**src/rtl/rf_write_arbiter.sv**
```systemverilog
// Two-requester register-file write arbiter with per-requester FIFOs and a registered write port.
// Define RF_ARB_RR_EN for round-robin arbitration; otherwise B has fixed priority over A.
module rf_write_arbiter #(
    parameter int unsigned DEPTH = 2
) (
    input  logic        clk,
    input  logic        rst,
    input  logic        a_valid,
    input  logic [4:0]  a_addr,
    input  logic [31:0] a_data,
    output logic        a_ready,
    input  logic        b_valid,
    input  logic [4:0]  b_addr,
    input  logic [31:0] b_data,
    output logic        b_ready,
    output logic        WE3,
    output logic [4:0]  A3,
    output logic [31:0] WD3,
    output logic [31:0] pending,
    output logic        busy
);

    localparam int unsigned PW = $clog2(DEPTH);
    localparam int unsigned CW = $clog2(DEPTH) + 1;

    // Index 0 is requester A, index 1 is requester B.
    logic [4:0]    addr_q   [2][DEPTH];
    logic [31:0]   data_q   [2][DEPTH];
    logic [PW-1:0] rd_ptr_q [2];
    logic [PW-1:0] wr_ptr_q [2];
    logic [CW-1:0] count_q  [2];

    logic [4:0]    in_addr  [2];
    logic [31:0]   in_data  [2];
    logic [1:0]    in_valid;
    logic [1:0]    ready;
    logic [1:0]    push;
    logic [1:0]    nonempty;
    logic [1:0]    grant;

    logic          we3_q;
    logic [4:0]    a3_q;
    logic [31:0]   wd3_q;
    logic [31:0]   pending_d;

    assign in_addr[0] = a_addr;
    assign in_addr[1] = b_addr;
    assign in_data[0] = a_data;
    assign in_data[1] = b_data;
    assign in_valid   = {b_valid, a_valid};

    always_comb begin
        ready    = '0;
        push     = '0;
        nonempty = '0;
        for (int i = 0; i < 2; i++) begin
            ready[i]    = count_q[i] != CW'(DEPTH);
            nonempty[i] = count_q[i] != '0;
            // Writes to x0 complete the handshake but are dropped here.
            push[i]     = in_valid[i] && ready[i] && (in_addr[i] != 5'd0);
        end
    end

`ifdef RF_ARB_RR_EN
    logic prio_a_q;

    always_comb begin
        grant = '0;
        if (nonempty[0] && nonempty[1]) begin
            grant = prio_a_q ? 2'b01 : 2'b10;
        end else if (nonempty[0]) begin
            grant = 2'b01;
        end else if (nonempty[1]) begin
            grant = 2'b10;
        end
    end

    always_ff @(posedge clk) begin
        if (rst) begin
            prio_a_q <= 1'b1;
        end else if (|grant) begin
            prio_a_q <= grant[1];
        end
    end
`else
    always_comb begin
        grant = '0;
        if (nonempty[1]) begin
            grant = 2'b10;
        end else if (nonempty[0]) begin
            grant = 2'b01;
        end
    end
`endif

    always_ff @(posedge clk) begin
        if (rst) begin
            for (int i = 0; i < 2; i++) begin
                rd_ptr_q[i] <= '0;
                wr_ptr_q[i] <= '0;
                count_q[i]  <= '0;
            end
            we3_q <= 1'b0;
            a3_q  <= '0;
            wd3_q <= '0;
        end else begin
            for (int i = 0; i < 2; i++) begin
                if (push[i]) begin
                    addr_q[i][wr_ptr_q[i]] <= in_addr[i];
                    data_q[i][wr_ptr_q[i]] <= in_data[i];
                    wr_ptr_q[i]            <= wr_ptr_q[i] + PW'(1);
                end
                if (grant[i]) begin
                    rd_ptr_q[i] <= rd_ptr_q[i] + PW'(1);
                end
                if (push[i] && !grant[i]) begin
                    count_q[i] <= count_q[i] + CW'(1);
                end else if (!push[i] && grant[i]) begin
                    count_q[i] <= count_q[i] - CW'(1);
                end
            end
            we3_q <= |grant;
            if (grant[1]) begin
                a3_q  <= addr_q[1][rd_ptr_q[1]];
                wd3_q <= data_q[1][rd_ptr_q[1]];
            end else if (grant[0]) begin
                a3_q  <= addr_q[0][rd_ptr_q[0]];
                wd3_q <= data_q[0][rd_ptr_q[0]];
            end
        end
    end

    // Scoreboard of registers with an outstanding write, queued or on the write port.
    always_comb begin
        pending_d = '0;
        for (int i = 0; i < 2; i++) begin
            for (int k = 0; k < int'(DEPTH); k++) begin
                if (CW'(k) < count_q[i]) begin
                    pending_d[addr_q[i][rd_ptr_q[i] + PW'(k)]] = 1'b1;
                end
            end
        end
        if (we3_q) begin
            pending_d[a3_q] = 1'b1;
        end
        pending_d[0] = 1'b0;
    end

    assign a_ready = ready[0];
    assign b_ready = ready[1];
    assign WE3     = we3_q;
    assign A3      = a3_q;
    assign WD3     = wd3_q;
    assign pending = pending_d;
    assign busy    = (|nonempty) | we3_q;

endmodule
```
**config.mk**
```make
export PLATFORM = sky130hd
export DESIGN_NAME = rf_write_arbiter
export DESIGN_NICKNAME = d
export VERILOG_FILES = /design/src/rtl/rf_write_arbiter.sv
export SDC_FILE = /design/constraint.sdc
export NUM_CORES = 1
export LEC_CHECK = 0
export ABC_AREA = 1
export ABC_CLOCK_PERIOD_IN_PS = 4200
export CAP_MARGIN = 20
export CORE_MARGIN = 3
export CORE_UTILIZATION = 54
export DETAILED_ROUTE_END_ITERATION = 8
export GPL_TIMING_DRIVEN = 1
export PLACE_DENSITY = 0.81
export SYNTH_ARGS = -nofsm -noshare
export SYNTH_HDL_FRONTEND = slang
export SYNTH_SLANG_ARGS = --single-unit
```
**constraint.sdc**
```tcl
create_clock -name clk -period 4.2 [get_ports clk]
set_input_delay 0.84 -clock clk [delete_from_list [all_inputs] [get_ports clk]]
set_output_delay 0.84 -clock clk [all_outputs]
set_load 0.05 [all_outputs]
```
==> metrics.txt <==
WHS Endpoint=WD3[11]; Hold Vio Cnt, Final=0; Final Core Density=71.9%; HP Class=reg2reg; Max Root-Sink Buffers=2; cell taking the most area after synthesis=edfxtp_1; GRT Total Usage=29.3%; most common library cell in the layout ignoring fill and taps=nor2_1; synth warn=0; first-pass GRT wire length=41.0 mm; Post-Syn Instances=985; final worst slack=0.611 ns; drt wl/cell=19.7 um; # IOs=151; post-DP HPWL=18.4 mm; Antenna Diode Count=0; sequential fraction of the synthesis area=60.1%; Clock transition at path regs=0.08 ns; routed vias/inst=5.70; hold_sp=WD3[11]; Worst-Skew Late Latency=0.44 ns; Overall Power=8.35 mW; status=completed; fraction of layout cells with a size suffix above 1=9.78%; PwrDens=718 nW/um^2; CTS root buf=clkbuf_16; crit path DAT=2.75 ns; P_leak=4.51 nW; Nets=1216; r2r worst-path depth=8; Post-CTS Resized=0; Die X-Extent=136 um; clock sink count=194; Hold Crit Depth=4; vias in the first global route=7703; largest family of logic cells by synthesized area=simple AND/OR/NAND/NOR gates; routed vias=7755; Syn Nets=1069; CP Cell Sequence=inv_2 -> buf_4 -> nand2_1 -> o21ai_2 -> nand3_2 -> nor2_1 -> nor2_1 -> nand3_1 -> buf_12; Area Growth Syn to Fin=28.3%; Synth Area in XOR/XNOR=0.0966%; die height=136 um; Worst EP required=3.36 ns; adder-cell share of the synthesized area=0.828%; crit-path max FO=30; WL final=26.8 mm; CTS buffer count=17; Crit Path Class=reg2out; post-CTS setup buffers=0; multiplexer share of the synthesized area=0%; Hold Buf Count CTS=0; worst rel slew slack=28.5%; Clock Skew=0.0159 ns; most frequent cells in the layout=nor2_1 (238), nand2_1 (157), edfxtp_1 (156); startpoint types=flop; Netlist cell types=30; Placement Cell Area=11000 sq um; TritonCTS clock tree=done; core area=16200 sq um; largest net degree at the start of global routing=42; Final Cell Area=11600 sq um; largest cells by area after synthesis=edfxtp_1 (52%), nor2_1 (10%), dfxtp_1 (8.4%); Die Area=18400 sq um; grt ovf=0; FF-to-FF setup slack=1.36 ns; #FFs+latches synth=194; Synth Area in Compound Gates=9.99%; Placement Rows=46; unrepaired setup endpoints after global routing=false; I/O Buffers=149; Placer Congestion=1.05; CP top delay family=buffers and inverters; Critical Path Slowest Stage Cell=edfxtp_1; drt drc=0; initial antenna violation count=0; setup tns final=0 ns; initial drt markers=913; Worst R2R End=WD3[30]; CTS H-tree depth=4; Buffers & Inverters on Critical Path=3; Simple-Gate Fraction of Synth Area=22.8%; dpl ws=1.11 ns; Initial Util=56.1%; Setup crit end kind=output port; area of the mapped netlist=9070 sq um; Worst Tran Pin Value=1.07 ns; Max-Cap Viols=0; pins over their slew limit=0; syn_area_per_cell=9.21 sq um; crit share post-route=85.5%; Reg-to-Reg Start=count_q[1][0]; Max Clk Rate=279 MHz; Peak VDD IR=0.438 mV; Pre-antenna DRT Iters=6; cell repeated most along the worst path=nor2_1; crit-path max cell delay=0.62 ns; final setup violating endpoints=0; min Tclk post-route=3.59 ns; remaining antenna violation count after routing=0; post-synth top area share=51.7%
==> layout make-up <==
class	instances	area, sq um
multi-input cells	654	3090
inverters	103	387
clock inverters	14	159
repair buffers	162	1850
fillers	1153	4540
clock buffers	18	429
flip-flops and latches	194	5450
well taps	216	270
==> power breakdown <==
part | switching, mW | leakage (nW) | internal (mW)
Sequential | 0.223 | 1.75 | 2.44
Clock | 0.781 | 0.283 | 0.802
Combinational | 2.83 | 2.47 | 1.27
==> flip-flops by register name (all words and copies together), names as in the netlist <==
signal and flops:
WE3 1, count_q 4, rd_ptr_q 2, addr_q 20, wr_ptr_q 2, data_q 128, WD3 32, A3 5
==> synthesized netlist by cell type (all sizes together) <==
master	number
dfxtp	38
o22ai	3
xnor2	1
nor3	5
nand3b	1
inv	101
a21oi	20
buf	13
a21boi	1
nand4	5
o21ai	88
nand3	76
nor2	251
conb	1
nand2	162
edfxtp	156
o221ai	34
clkbuf	21
ha	6
clkinv	2
==> kinds of logic (layout without fill, tap and decap cells) <==
group / Yosys count / in the layout
AO/OA/AOI/OAI: 146 / 146
XOR/XNOR: 1 / 1
adder cells (fa/ha/maj): 6 / 6
buffers and inverters: 137 / 297
flip-flops: 194 / 194
other: 1 / 1
AND/OR/NAND/NOR: 500 / 500
==> worst max path at each step <==
| stage | start | to | slack (ns) | cells past startpoint |
|---|---|---|---|---|
| 6_report | rd_ptr_q[0][1] | pending[15] | 0.61 | 9 |
| 5_1_grt | rd_ptr_q[0][0] | pending[2] | 0.33 | 9 |
| 4_1_cts | rd_ptr_q[0][1] | pending[24] | 0.62 | 9 |
| 3_5_place_dp | rd_ptr_q[0][0] | pending[2] | 1.11 | 9 |
| 3_3_place_gp | rd_ptr_q[0][0] | pending[25] | 1.12 | 6 |
| 2_1_floorplan | rst | addr_q[0][10] | 0.84 | 4 |
==> metrics by stage <==
step	hold WS, ns	std cells
after CTS	0.569	1361
after global placement	0.545	1329
final	0.564	1361
after global routing	0.601	1361
after floorplan	0.550	985
after detailed placement	0.546	1329
==> metal layers <==
metal	track usage [%]	share of wire, %	up-vias
met5	0	0	-
met4	11.4	2.7	0
met3	6.09	9.1	54
met2	49.1	50	486
met1	37.6	39	3594
li1	-	-	3621
==> tightest hold or removal path, delay by kind of cell, from the launching register on <==
family / cells / cell delay [ns]
DFF: 1 / 0.33
buffers and inverters: 1 / 0.04
and+or+nand+nor: 2 / 0.10
AOI/OAI and AO/OA: 1 / 0.06
Power figures use the tool's default switching activity.
